## config.mk

```make
export PLATFORM = sky130hd
export DESIGN_NAME = sd_serializer
export DESIGN_NICKNAME = d
export VERILOG_FILES = /design/src/rtl/ctrl_pkg.sv /design/src/rtl/sd_frame_counter.sv /design/src/rtl/sd_serializer.sv
export SDC_FILE = /design/constraint.sdc
export NUM_CORES = 1
export LEC_CHECK = 0
export BUFFER_PORTS_ARGS = -buffer_cell sky130_fd_sc_hd__buf_2
export CORE_ASPECT_RATIO = 1.4
export CORE_UTILIZATION = 50
export DETAILED_ROUTE_END_ITERATION = 12
export PLACE_DENSITY = 0.74
export SYNTH_ARGS = -nofsm -noshare
export SYNTH_HDL_FRONTEND = slang
export SYNTH_SLANG_ARGS = --single-unit
export TNS_END_PERCENT = 50
```

## constraint.sdc

```tcl
create_clock -name sclk -period 2.4 [get_ports sclk]
set_clock_uncertainty 0.2 [all_clocks]
set_input_delay 0.12 -clock sclk [delete_from_list [all_inputs] [get_ports sclk]]
set_output_delay 0.12 -clock sclk [all_outputs]
set_load 0.05 [all_outputs]
```

## src/rtl/ctrl_pkg.sv

```systemverilog
// Shared types and constants for the serial-data transmit path.
// Used by sd_serializer and sd_frame_counter.
package ctrl_pkg;

  localparam int unsigned WORD_W   = 32;
  localparam int unsigned HALF_W   = 16;
  localparam int unsigned BITCNT_W = 5;

  localparam logic [BITCNT_W-1:0] FRAME16_LAST = BITCNT_W'(15);
  localparam logic [BITCNT_W-1:0] FRAME32_LAST = BITCNT_W'(31);

  typedef enum logic {
    IDLE  = 1'b0,
    SHIFT = 1'b1
  } ws_state_t;

  typedef enum logic {
    FRAME_16 = 1'b0,
    FRAME_32 = 1'b1
  } frame_size_t;

  typedef enum logic {
    STD_MSB_JUST = 1'b0,
    STD_PHILIPS  = 1'b1
  } i2s_std_t;

  // 16-bit frames are left-aligned so the shift-out path is always from bit 31.
  function automatic logic [WORD_W-1:0] frame_word(input logic [WORD_W-1:0] data,
                                                   input frame_size_t       fs);
    return (fs == FRAME_32) ? data : {data[HALF_W-1:0], HALF_W'(0)};
  endfunction

endpackage

```

## src/rtl/sd_frame_counter.sv

```systemverilog
// Bit counter for the serializer: tracks position within the word, the
// latched word length, and flags the last bit. State updates on falling sclk.
module sd_frame_counter (
  input  logic sclk,
  input  logic rst,
  input  logic load,
  input  logic adv,
  input  logic clr,
  input  logic frame32,
  output logic last_c
);
  import ctrl_pkg::*;

  logic [BITCNT_W-1:0] bitcnt;
  logic                len32;

  // Load restarts the count and captures the new word length.
  always_ff @(negedge sclk) begin
    if (rst) begin
      bitcnt <= '0;
      len32  <= 1'b0;
    end else if (load) begin
      bitcnt <= '0;
      len32  <= frame32;
    end else if (clr) begin
      bitcnt <= '0;
    end else if (adv) begin
      bitcnt <= bitcnt + BITCNT_W'(1);
    end
  end

  assign last_c = (bitcnt == (len32 ? FRAME32_LAST : FRAME16_LAST));

endmodule

```

## src/rtl/sd_serializer.sv

```systemverilog
// I2S / MSB-justified serial data transmitter fed from a show-ahead Tx FIFO.
// Define SD_SER_UNDERRUN_EN to include sticky underrun detection.
module sd_serializer
  import ctrl_pkg::*;
(
  input  logic        sclk,
  input  logic        rst,
  input  logic        frame32,
  input  logic        std_i2s,
  input  logic        tx_ren,
  input  logic        del_tx_ren,
  input  logic [31:0] fifo_data,
  input  logic        fifo_empty,
  output logic        fifo_rd,
  output logic        sd,
  output logic        busy,
  output logic        underrun,
  input  logic        clr_underrun
);

  ws_state_t         state, state_nxt;
  logic [WORD_W-1:0] shreg, shreg_nxt;
  logic              en_c;
  logic              load_c;
  logic              adv_c;
  logic              clr_c;
  logic              last_c;

  assign en_c = (i2s_std_t'(std_i2s) == STD_PHILIPS) ? del_tx_ren : tx_ren;

  sd_frame_counter u_cnt (
    .sclk    (sclk),
    .rst     (rst),
    .load    (load_c),
    .adv     (adv_c),
    .clr     (clr_c),
    .frame32 (frame32),
    .last_c  (last_c)
  );

  always_ff @(negedge sclk) begin
    if (rst) begin
      state <= IDLE;
      shreg <= '0;
    end else begin
      state <= state_nxt;
      shreg <= shreg_nxt;
    end
  end

  // Last bit with enable still high reloads directly, giving back-to-back words.
  always_comb begin
    state_nxt = state;
    shreg_nxt = shreg;
    load_c    = 1'b0;
    adv_c     = 1'b0;
    clr_c     = 1'b0;
    case (state)
      IDLE: begin
        if (en_c) begin
          load_c    = 1'b1;
          state_nxt = SHIFT;
        end
      end
      SHIFT: begin
        if (!en_c) begin
          clr_c     = 1'b1;
          state_nxt = IDLE;
        end else if (last_c) begin
          load_c = 1'b1;
        end else begin
          adv_c     = 1'b1;
          shreg_nxt = {shreg[WORD_W-2:0], 1'b0};
        end
      end
      default: state_nxt = IDLE;
    endcase
    if (load_c) begin
      shreg_nxt = fifo_empty ? '0 : frame_word(fifo_data, frame_size_t'(frame32));
    end
  end

  assign fifo_rd = load_c & ~fifo_empty & ~rst;
  assign busy    = (state == SHIFT) & ~rst;
  assign sd      = busy & shreg[WORD_W-1];

`ifdef SD_SER_UNDERRUN_EN
  // A fresh underrun wins over a simultaneous clear.
  always_ff @(negedge sclk) begin
    if (rst) begin
      underrun <= 1'b0;
    end else if (load_c && fifo_empty) begin
      underrun <= 1'b1;
    end else if (clr_underrun) begin
      underrun <= 1'b0;
    end
  end
`else
  logic unused_clr_underrun;
  assign unused_clr_underrun = clr_underrun;
  assign underrun = 1'b0;
`endif

endmodule
```

==> results.yml <==
yosys:
  post_synth_inst_count: 244
  yosys_warnings: 0
  synth_fp_nets: 285
  area_share_of_the_leading_cell_type_in_the_synthesized_netlist: 0.3857
  yosys_most_used_dff: "dfxtp_1"
  syn_area_per_cell_um2: 8.297
  synth.top_cells.by_area: "dfxtp_1 (39%), a311oi_1 (13%), mux2i_1 (8.9%)"
  async_flop_share: 0
  synth.ff_latch_count: 39
  synth_sequential_area_ratio: 0.3857
  post_synth_instance_area_mm2: 0.002024
  synthTopCellsByCount: "dfxtp_1 (39), nor2_1 (38), nand2_1 (33), a311oi_1 (31), mux2i_1 (18)"
  synth_edf_count: 0
  synthMostInstantiatedCell: "dfxtp_1"
  synth_top_cell_by_area: "dfxtp_1"
  number_of_distinct_library_cells_after_synthesis: 33
clock_network:
  maximum_level_of_the_cts_h_tree: 2
  cts.clk_slew.worst_paths_ns: 0.04
  clk_latency_ns: 0.36
  cts_buffer_depth: 2
  cts_inserted_buffers: 5
  clock_sinks: 39
  cts_tree: "yes"
  cts.hold.buffers_added: 0
  clk_root_buffer_cell: "clkbuf_8"
sta:
  setup_violations: 3
  hold_viol_final: 0
  fin_ws_ns: -0.5430
  grt_setup_unrepaired: "yes"
  finalMaxSlewViolations: 0
floorplanning:
  io-pin-count: 44
  die_outline_width_um: 55.78
  core_area_mm2: 0.003919
  design.die.area_mm2: 0.004311
  initial_utilization: 0.5166
  fp.dieH_um: 77.29
  fp-row-count: 27
job:
  cap_violations: 0
cells_and_area:
  post_route_cells_drive_above_1_share: 0.2735
  syn_to_final_growth_pct: 36.71
  post_layout_nonfiller_instances: 383
  insertedDiodeCount: 0
  multi_input_area_mm2: 0.001137
  finish.net_count: 380
  num-fill-cells: 319
  sequential_area_um2: 784.5
worst_hold_path:
  hold_class: "flop to flop"
routing:
  first_pass_iters: 4
  vias: 2107
  avgViaCountPerCell: 5.501
  route.detailed.wl_per_inst_um: 13.27
  postRouteAntennaNets: 0
  drt_iter0_drc: 104
  drc: 0
  drt_wl_total_um: 5082
grt:
  wire_length_of_the_first_global_routing_pass_um: 8728
  largest_net_degree_at_the_start_of_global_routing: 49
  first_global_vias: 2176
  grt_use_total: 0.2527
  globalRouteOverflowTotal: 0
  antenna_violations_before_repair: 0
power_and_ir_drop:
  design_power_total_mw: 1.808
  pwr_density_cell_mw_per_mm2: 653.3
  vdd.ir_drop.worst_mv: 0.6665
  p_leak_nw: 1.281
worst_setup_path:
  crit_chain: "ha_4 -> and3_4 -> a21oi_4 -> nor4_4 -> buf_6"
  crit_slowest_cell: "dfxtp_2"
  worst_ep_arrival_time_ns: 2.62
  critPathKind: "flop to output port"
  kind_of_cell_adding_the_most_delay_to_the_critical_path: "simple AND/OR/NAND/NOR gates"
  crit_path_max_fo: 2
  setup.worst_path.start_class: "flop"
  required_time_of_the_critical_path_ns: 2.08
  crit_path_max_incr_delay_ns: 0.34
  cp-end-kind: "output port"
  worstPathBufferInverterCount: 1
placed_design:
  gp_congestion: 0.8452
  post-place-cells: 336
  numPortBuffers: 41
  post_dp_hpwl_um: 3537
status:
  failed_checks: "setup timing"
  status: "complete, but fails checks"
==> sequential cells by signal, summed over array words and instances, names as in the netlist <==
name,cells
shreg,32
u_cnt.bitcnt,5
u_cnt.len32,1
state,1
==> stage by stage <==
| step | util | TNS, ns | cell area, um2 | worst slack, ns | hold WS (ns) |
|---|---|---|---|---|---|
| final | 0.7063 | -0.9909 | 2768 | -0.5430 | 0.2632 |
| after global routing | 0.7063 | -1.118 | 2768 | -0.6018 | 0.2883 |
| after global placement | 0.6312 | -5.179 | 2474 | -0.2593 | 0.2407 |
| after floorplan | - | -2.620 | 2122 | -0.7559 | 0.2321 |
| after detailed placement | 0.6312 | -5.949 | 2474 | -0.2818 | 0.2518 |
| after CTS | 0.7043 | -1.017 | 2760 | -0.5541 | 0.2620 |
==> power by group <==
group	internal [mW]	switching, mW	leakage (nW)
sequential	0.699	0.0253	0.322
clock	0.388	0.401	0.268
combinational	0.138	0.156	0.690
total	1.23	0.583	1.28
==> cell usage in the layout, fill, tap and decap left out, types with 2 or more instances in the layout <==
master	Yosys	layout
inv_1	2	41
buf_2	4	38
nor2_1	38	37
dfxtp_1	39	36
nand2_1	33	33
a311oi_1	31	31
buf_4	6	30
mux2i_1	18	18
nand3_1	17	17
or3_1	16	16
clkbuf_8	0	5
buf_12	0	4
a21oi_1	3	3
dfxtp_2	0	3
o21ai_1	2	2
nor3_1	2	2
a22oi_1	2	2
xnor2_1	2	2
buf_6	2	2
==> worst min-delay path, stage by stage (launching register included) <==
cell and delay (ns):
dfxtp_1 0.30, nand2_1 0.05, a311oi_1 0.07
==> area by class of cell <==
cell class / instances / share of cell area
timing repair buffer: 75 / 0.1926
multi-input combinational: 178 / 0.4109
tap: 43 / 0.01944
inverter: 1 / 0.002260
sequential: 39 / 0.2835
clock inverter: 42 / 0.06646
clock buffer: 5 / 0.02486
==> what timing repair did <==
action	in CTS	in global routing
setup endpoints to repair	3	3
setup buffers	0	1
pin swaps	1	0
resized for setup	11	0
==> final timing paths <==
path / start / endpoint / slack [ns] / cells after the start
worst max register to register: u_cnt.bitcnt[1]$_SDFFE_NP0P_ / shreg[27]$_SDFFE_NP0P_ / 0.43 / 6
worst max-delay path: u_cnt.bitcnt[1]$_SDFFE_NP0P_ / fifo_rd / -0.54 / 5
worst min-delay path: shreg[17]$_SDFFE_NP0P_ / shreg[18]$_SDFFE_NP0P_ / 0.26 / 2
worst min register to register: shreg[17]$_SDFFE_NP0P_ / shreg[18]$_SDFFE_NP0P_ / 0.26 / 2
==> kinds of logic after synthesis <==
family,share of synthesized area
AO/OA/AOI/OAI,0.1724
other,0.001852
XOR/XNOR,0.01669
AND/OR/NAND/NOR,0.2497
adder cells (fa/ha/maj),0.006179
flip-flops,0.3857
multiplexers,0.09456
buffers and inverters,0.07293
==> layer usage <==
layer | share of wire | track usage | routed length [um]
met4 | 0.017 | 0.1325 | 85
met5 | 0 | 0 | 0
met2 | 0.53 | 0.4349 | 2689
met3 | 0.046 | 0.07757 | 236
met1 | 0.41 | 0.2739 | 2071
(Power assumes the default switching activity.)
